## src/rtl/vga_pkg.sv

```systemverilog
// rtl/vga_pkg.sv - shared VGA timing, coordinate and colour constants
package vga_pkg;

    localparam int COORD_W = 10;

    // 640x480@60 raster timing
    localparam int H_ACTIVE_DEF = 640;
    localparam int H_FP_DEF     = 16;
    localparam int H_SYNC_DEF   = 96;
    localparam int H_BP_DEF     = 48;
    localparam int V_ACTIVE_DEF = 480;
    localparam int V_FP_DEF     = 10;
    localparam int V_SYNC_DEF   = 2;
    localparam int V_BP_DEF     = 33;

    localparam int H_TOTAL = H_ACTIVE_DEF + H_FP_DEF + H_SYNC_DEF + H_BP_DEF;
    localparam int V_TOTAL = V_ACTIVE_DEF + V_FP_DEF + V_SYNC_DEF + V_BP_DEF;

    // 4:4:4 RGB colours used by the colour driver
    localparam int              COLOR_W     = 12;
    localparam logic [COLOR_W-1:0] COLOR_BLACK = 12'h000;
    localparam logic [COLOR_W-1:0] COLOR_WHITE = 12'hFFF;
    localparam logic [COLOR_W-1:0] COLOR_RED   = 12'hF00;
    localparam logic [COLOR_W-1:0] COLOR_GREEN = 12'h0F0;
    localparam logic [COLOR_W-1:0] COLOR_BLUE  = 12'h00F;

endpackage

```

## src/rtl/sync_delay_line.sv

```systemverilog
// rtl/sync_delay_line.sv - N-deep 1-bit shift register with async reset value
module sync_delay_line #(
    parameter int   DEPTH   = 2,
    parameter logic RST_VAL = 1'b1
) (
    input  logic clk_in,
    input  logic reset,
    input  logic din,
    output logic dout
);

    logic [DEPTH-1:0] stages;

    // Shift every clock; reset flushes every stage so no stale pulse survives
    always_ff @(posedge clk_in or posedge reset) begin
        if (reset) begin
            stages <= {DEPTH{RST_VAL}};
        end else begin
            stages[0] <= din;
            for (int i = 1; i < DEPTH; i++) begin
                stages[i] <= stages[i-1];
            end
        end
    end

    assign dout = stages[DEPTH-1];

endmodule

```

## src/rtl/vga_timing_gen.sv

```systemverilog
// rtl/vga_timing_gen.sv - VGA raster timing, coordinates and frame strobes
module vga_timing_gen
    import vga_pkg::*;
#(
    parameter int   CLK_DIV    = 4,
    parameter int   H_ACTIVE   = H_ACTIVE_DEF,
    parameter int   H_FP       = H_FP_DEF,
    parameter int   H_SYNC     = H_SYNC_DEF,
    parameter int   H_BP       = H_BP_DEF,
    parameter int   V_ACTIVE   = V_ACTIVE_DEF,
    parameter int   V_FP       = V_FP_DEF,
    parameter int   V_SYNC     = V_SYNC_DEF,
    parameter int   V_BP       = V_BP_DEF,
    parameter logic SYNC_POL   = 1'b0,
    parameter int   SYNC_DELAY = 2
) (
    input  logic               clk_in,
    input  logic               reset,
    output logic [COORD_W-1:0] current_row,
    output logic [COORD_W-1:0] current_line,
    output logic               enable,
    output logic               pixel_tick,
    output logic               hsync,
    output logic               vsync,
    output logic               vblank,
    output logic               frame_start
);

    localparam int DIV_W       = (CLK_DIV > 1) ? $clog2(CLK_DIV) : 1;
    localparam int DELAY_DEPTH = (SYNC_DELAY > 0) ? SYNC_DELAY : 1;
    localparam int H_TOT       = H_ACTIVE + H_FP + H_SYNC + H_BP;
    localparam int V_TOT       = V_ACTIVE + V_FP + V_SYNC + V_BP;

    localparam logic [DIV_W-1:0]   DIV_LAST = DIV_W'(CLK_DIV - 1);
    localparam logic [COORD_W-1:0] H_LAST   = COORD_W'(H_TOT - 1);
    localparam logic [COORD_W-1:0] V_LAST   = COORD_W'(V_TOT - 1);
    localparam logic [COORD_W-1:0] H_ACT    = COORD_W'(H_ACTIVE);
    localparam logic [COORD_W-1:0] V_ACT    = COORD_W'(V_ACTIVE);
    localparam logic [COORD_W-1:0] HS_START = COORD_W'(H_ACTIVE + H_FP);
    localparam logic [COORD_W-1:0] HS_END   = COORD_W'(H_ACTIVE + H_FP + H_SYNC);
    localparam logic [COORD_W-1:0] VS_START = COORD_W'(V_ACTIVE + V_FP);
    localparam logic [COORD_W-1:0] VS_END   = COORD_W'(V_ACTIVE + V_FP + V_SYNC);

    logic [DIV_W-1:0]   div_cnt;
    logic               tick;
    logic [COORD_W-1:0] h_count;
    logic [COORD_W-1:0] v_count;
    logic               wrapped;
    logic               hsync_raw;
    logic               vsync_raw;

    assign tick = (div_cnt == DIV_LAST);

    // Pixel-rate divider
    always_ff @(posedge clk_in or posedge reset) begin
        if (reset) begin
            div_cnt <= '0;
        end else if (tick) begin
            div_cnt <= '0;
        end else begin
            div_cnt <= div_cnt + 1'b1;
        end
    end

    // Raster counters; wrapped marks that the counters just rolled over to (0,0)
    always_ff @(posedge clk_in or posedge reset) begin
        if (reset) begin
            h_count <= '0;
            v_count <= '0;
            wrapped <= 1'b0;
        end else if (tick) begin
            wrapped <= (h_count == H_LAST) && (v_count == V_LAST);
            if (h_count == H_LAST) begin
                h_count <= '0;
                v_count <= (v_count == V_LAST) ? '0 : v_count + 1'b1;
            end else begin
                h_count <= h_count + 1'b1;
            end
        end
    end

    // Coordinates and qualifiers for the pixel that begins on this tick
    always_ff @(posedge clk_in or posedge reset) begin
        if (reset) begin
            current_row  <= '0;
            current_line <= '0;
            enable       <= 1'b0;
            vblank       <= 1'b0;
            pixel_tick   <= 1'b0;
            frame_start  <= 1'b0;
        end else begin
            pixel_tick  <= tick;
            frame_start <= tick && wrapped;
            if (tick) begin
                current_row  <= h_count;
                current_line <= v_count;
                enable       <= (h_count < H_ACT) && (v_count < V_ACT);
                vblank       <= (v_count >= V_ACT);
            end
        end
    end

    // Sync levels follow the registered coordinates, then get delayed to match color_out
    assign hsync_raw = ((current_row >= HS_START) && (current_row < HS_END))
                       ? SYNC_POL : ~SYNC_POL;
    assign vsync_raw = ((current_line >= VS_START) && (current_line < VS_END))
                       ? SYNC_POL : ~SYNC_POL;

    sync_delay_line #(
        .DEPTH   (DELAY_DEPTH),
        .RST_VAL (~SYNC_POL)
    ) u_hsync_delay (
        .clk_in (clk_in),
        .reset  (reset),
        .din    (hsync_raw),
        .dout   (hsync)
    );

    sync_delay_line #(
        .DEPTH   (DELAY_DEPTH),
        .RST_VAL (~SYNC_POL)
    ) u_vsync_delay (
        .clk_in (clk_in),
        .reset  (reset),
        .din    (vsync_raw),
        .dout   (vsync)
    );

endmodule

```

## config.mk

```make
export PLATFORM = sky130hd
export DESIGN_NAME = vga_timing_gen
export DESIGN_NICKNAME = d
export VERILOG_FILES = /design/src/rtl/vga_pkg.sv /design/src/rtl/sync_delay_line.sv /design/src/rtl/vga_timing_gen.sv
export SDC_FILE = /design/constraint.sdc
export NUM_CORES = 1
export LEC_CHECK = 0
export BUFFER_PORTS_ARGS = -buffer_cell sky130_fd_sc_hd__buf_2
export CAP_MARGIN = 20
export CORE_MARGIN = 10
export CORE_UTILIZATION = 32
export DETAILED_ROUTE_END_ITERATION = 12
export GPL_TIMING_DRIVEN = 0
export PLACE_DENSITY = 0.52
export SYNTH_ARGS = -nofsm -noshare
export SYNTH_HDL_FRONTEND = slang
export SYNTH_SLANG_ARGS = --single-unit
```

## constraint.sdc

```tcl
create_clock -name clk_in -period 2.8 [get_ports clk_in]
set_input_delay 0.84 -clock clk_in [delete_from_list [all_inputs] [get_ports clk_in]]
set_output_delay 0.84 -clock clk_in [all_outputs]
set_load 0.03 [all_outputs]
```

==> summary.md <==
| Metric | Value |
|---|---|
| Num rows | `30` |
| PortBufs | `27` |
| Layout cells sized above 1 | `29.2%` |
| Detailed-router iteration count before antenna repair | `4` |
| First-pass GRT wire length | `7850 um` |
| Syn Inst Count | `190` |
| Max incr delay on CP | `0.49 ns` |
| CTS tree | `built` |
| Synthesized cell area | `0.00221 mm^2` |
| Slew @ Worst Pin | `0.598 ns` |
| Routed WL | `4670 um` |
| CTS Buf Count | `5` |
| Worst setup SP type | `register` |
| Synth area leaders | `dfrtp_1 53%, mux2_2 9.7%, dfstp_2 4.7%` |
| CP startpoint | `div_cnt[0]$_DFF_PP0_` |
| Die area | `0.0106 mm^2` |
| Chip height | `103 um` |
| Critical Path Fanout Max | `10` |
| CP endpoint kind | `register` |
| Worst-Skew Late Latency | `0.31 ns` |
| Syn_nets | `196` |
| Setup WS post-layout | `0.849 ns` |
| Leakage | `1.18 nW` |
| Max Slew Vio Count | `0` |
| Largest net degree at the start of global routing | `28` |
| Most used DFF post-synth | `dfrtp_1` |
| Most frequent cell after synthesis | `dfrtp_1` |
| Largest delay share family, worst path | `buffers and inverters` |
| Longest Clk Path Bufs | `2` |
| DRT iter0 DRCs | `46` |
| Clock sink total | `51` |
| Final GP Congestion | `0.815` |
| Remaining Overflow, GRT | `0` |
| Status | `completed` |
| Vias in the first global route | `1484` |
| Hold Violations, Final | `0` |
| Vias/cell | `4.90` |
| Final ANT Viol Nets | `0` |
| Avg Cell Area, Syn | `11.6 um^2` |
| Max stage delay cell, worst path | `buf_1` |
| Worst Hold Launch | `u_hsync_delay.stages[0]$_DFF_PP1_` |
| Crit Path Category | `register to register` |
| Yosys warnings | `0` |
| Min-Delay Path Class | `register to register` |
| Slew Limit Headroom | `60.1%` |
| Synth cell count leaders | `47 x dfrtp_1, 19 x mux2_2, 13 x o21ai_0, 11 x inv_1, 11 x nand2_1` |
| Flop-to-flop setup slack | `0.85 ns` |
| WP buf/inv | `2` |
| Drt wl/cell | `15.3 um` |
| PwrDens | `460 mW/mm^2` |
| Tmin final | `1.95 ns` |
| Clk slew on worst S/H paths | `0.10 ns` |
| Post-CTS Setup Bufs | `0` |
| Psw | `0.000259 W` |
| Worst Hold Endpoint | `u_hsync_delay.stages[1]$_DFF_PP1_` |
| Drc violations | `0` |
| H-tree depth | `2` |
| CP arrival | `2.15 ns` |
| Max Clock Freq | `513 MHz` |
| Initial antenna violation count | `0` |
| Seq cells post-synth | `51` |
| Post-synth top area share | `53.1%` |
| Setup Skew | `0.00793 ns` |
| Worst IR Drop VDD | `162 uV` |
| TNS Setup | `0 ns` |
| Cell Count, Final, Fillers Out | `306` |
| Sw Share | `22.1%` |
| Setup Viol. Count Final | `0` |
| Comb power frac | `1.5%` |
| DP Wirelength | `3370 um` |
| Hold buffer count at cts | `0` |
| Placed Cells | `298` |
| Internal power | `0.000915 W` |
| Pre-CTS setup slack | `0.851 ns` |
| Clk network pwr share | `35.8%` |
| Top Ports | `28` |
| Clock root cell | `clkbuf_8` |
| Diodes inserted | `0` |
| Die width | `103 um` |
| Core Area | `0.00676 mm^2` |
| Reg power frac | `62.7%` |
| PostCTS Resize Cnt | `0` |
| Tcrit/Tclk final | `69.7%` |
| Nets | `231` |
| Worst reg2reg startpoint | `div_cnt[0]$_DFF_PP0_` |
| R2R cell count | `5` |
| Seq/Total Area, Yosys | `57.9%` |
| Maxcap violations | `0` |
| EDFF count, synth | `0` |
| Synthesis-to-finish area growth | `15.4%` |
| RSZ-0062 raised after global routing | `false` |
| Yosys cell types | `35` |
| CP Cell Sequence | `ha_1 > buf_2 > buf_1 > o21ai_0 > a22o_1` |
| Worst reg2reg endpoint | `h_count[7]$_DFFE_PP0P_` |
| Total GRT Usage | `9.35%` |
| Hold depth | `0` |
| Vias after detailed routing | `1499` |
| Required @ worst endpoint | `3.00 ns` |
| Initial Util | `32.8%` |
| Post-synth top area cell | `dfrtp_1` |
| Final Power | `0.00117 W` |
| Post-synth ARST share | `100%` |
-- cell families after synthesis --
kind of cell,count (synthesis),synth area share (%)
adders and majority gates,4,2.26
DFF,51,57.9
muxes,21,10.8
AOI/OAI and AO/OA,23,5.88
xor gates and xnor gates,8,3.17
and+or+nand+nor,66,16.7
buffers and inverters,17,3.28
-- through the flow --
stage	cell area [um^2]	utilization, %	hold slack [ns]
after detailed placement	2470	36.5	0.348
after global placement	2450	36.2	0.346
after CTS	2550	37.8	0.361
after floorplan	2210	-	0.345
final	2550	37.8	0.360
after global routing	2550	37.8	0.364
-- power by group through the flow --
stage               registers [W]  logic [W]  clock network [W]
floorplan                0.000751  0.0000107                  0
global placement         0.000751  0.0000158                  0
detailed placement       0.000751  0.0000200                  0
CTS                      0.000736  0.0000199           0.000437
global route             0.000736  0.0000217           0.000467
finish                   0.000736  0.0000181           0.000420
-- worst max-delay path by stage --
stage	end	slack, ns	depth (start not counted)
after global placement	v_count[2]$_DFFE_PP0P_	0.04	2
after CTS	h_count[7]$_DFFE_PP0P_	0.82	5
final	h_count[7]$_DFFE_PP0P_	0.85	5
after global routing	h_count[7]$_DFFE_PP0P_	0.66	5
after floorplan	current_line[0]$_DFFE_PP0P_	0.74	1
after detailed placement	h_count[7]$_DFFE_PP0P_	0.85	5
-- placed cells by master, fill, tap and decap left out, drive strengths merged --
cell / n
nand2: 11
a22o: 1
o22ai: 1
dfrtp: 47
xnor2: 6
clkinvlp: 1
mux2: 20
o2bb2ai: 1
buf: 33
and3: 6
mux2i: 1
xor2: 2
nand3: 10
clkinv: 1
nand2b: 1
a21oi: 4
nor2b: 1
o21ai: 13
nand4: 10
clkbuf: 7
and2: 4
inv: 11
nor2: 10
ha: 4
a31oi: 1
nor4b: 1
dfstp: 4
nor3: 5
or3: 2
o21a: 1
and4: 3
o31ai: 1
and4bb: 2
-- routing by layer --
| metal | part of all wire [%] | vias to the layer above | GRT usage [%] |
|---|---|---|---|
| met5 | 0 | - | 0 |
| met3 | 4.6 | 6 | 2.35 |
| met1 | 51 | 729 | 13.2 |
| met2 | 43 | 25 | 13.5 |
| met4 | 1.4 | 0 | 3.21 |
| li1 | - | 739 | - |
-- state kept, by name (all words and copies together), names as in the netlist --
signal                cells
current_line             10
current_row              10
h_count                  10
v_count                  10
div_cnt                   2
u_hsync_delay.stages      2
u_vsync_delay.stages      2
enable                    1
frame_start               1
pixel_tick                1
vblank                    1
wrapped                   1
-- worst reg2reg max path, cell delays in order, from the launching register on --
cell,delay [ns]
dfrtp_1,0.37
ha_1,0.26
buf_2,0.29
buf_1,0.49
o21ai_0,0.18
a22o_1,0.26
-- final cells by class --
cell class | instances | area, um^2
Timing Repair Buffer | 28 | 155
Clock buffer | 6 | 72.6
Fill cell | 697 | 4200
Clock inverter | 2 | 12.5
Inverter | 11 | 41.3
Buffer | 6 | 31.3
Multi-Input combinational cell | 122 | 860
Tap cell | 80 | 100
Sequential cell | 51 | 1280
Power figures use the tool's default switching activity.
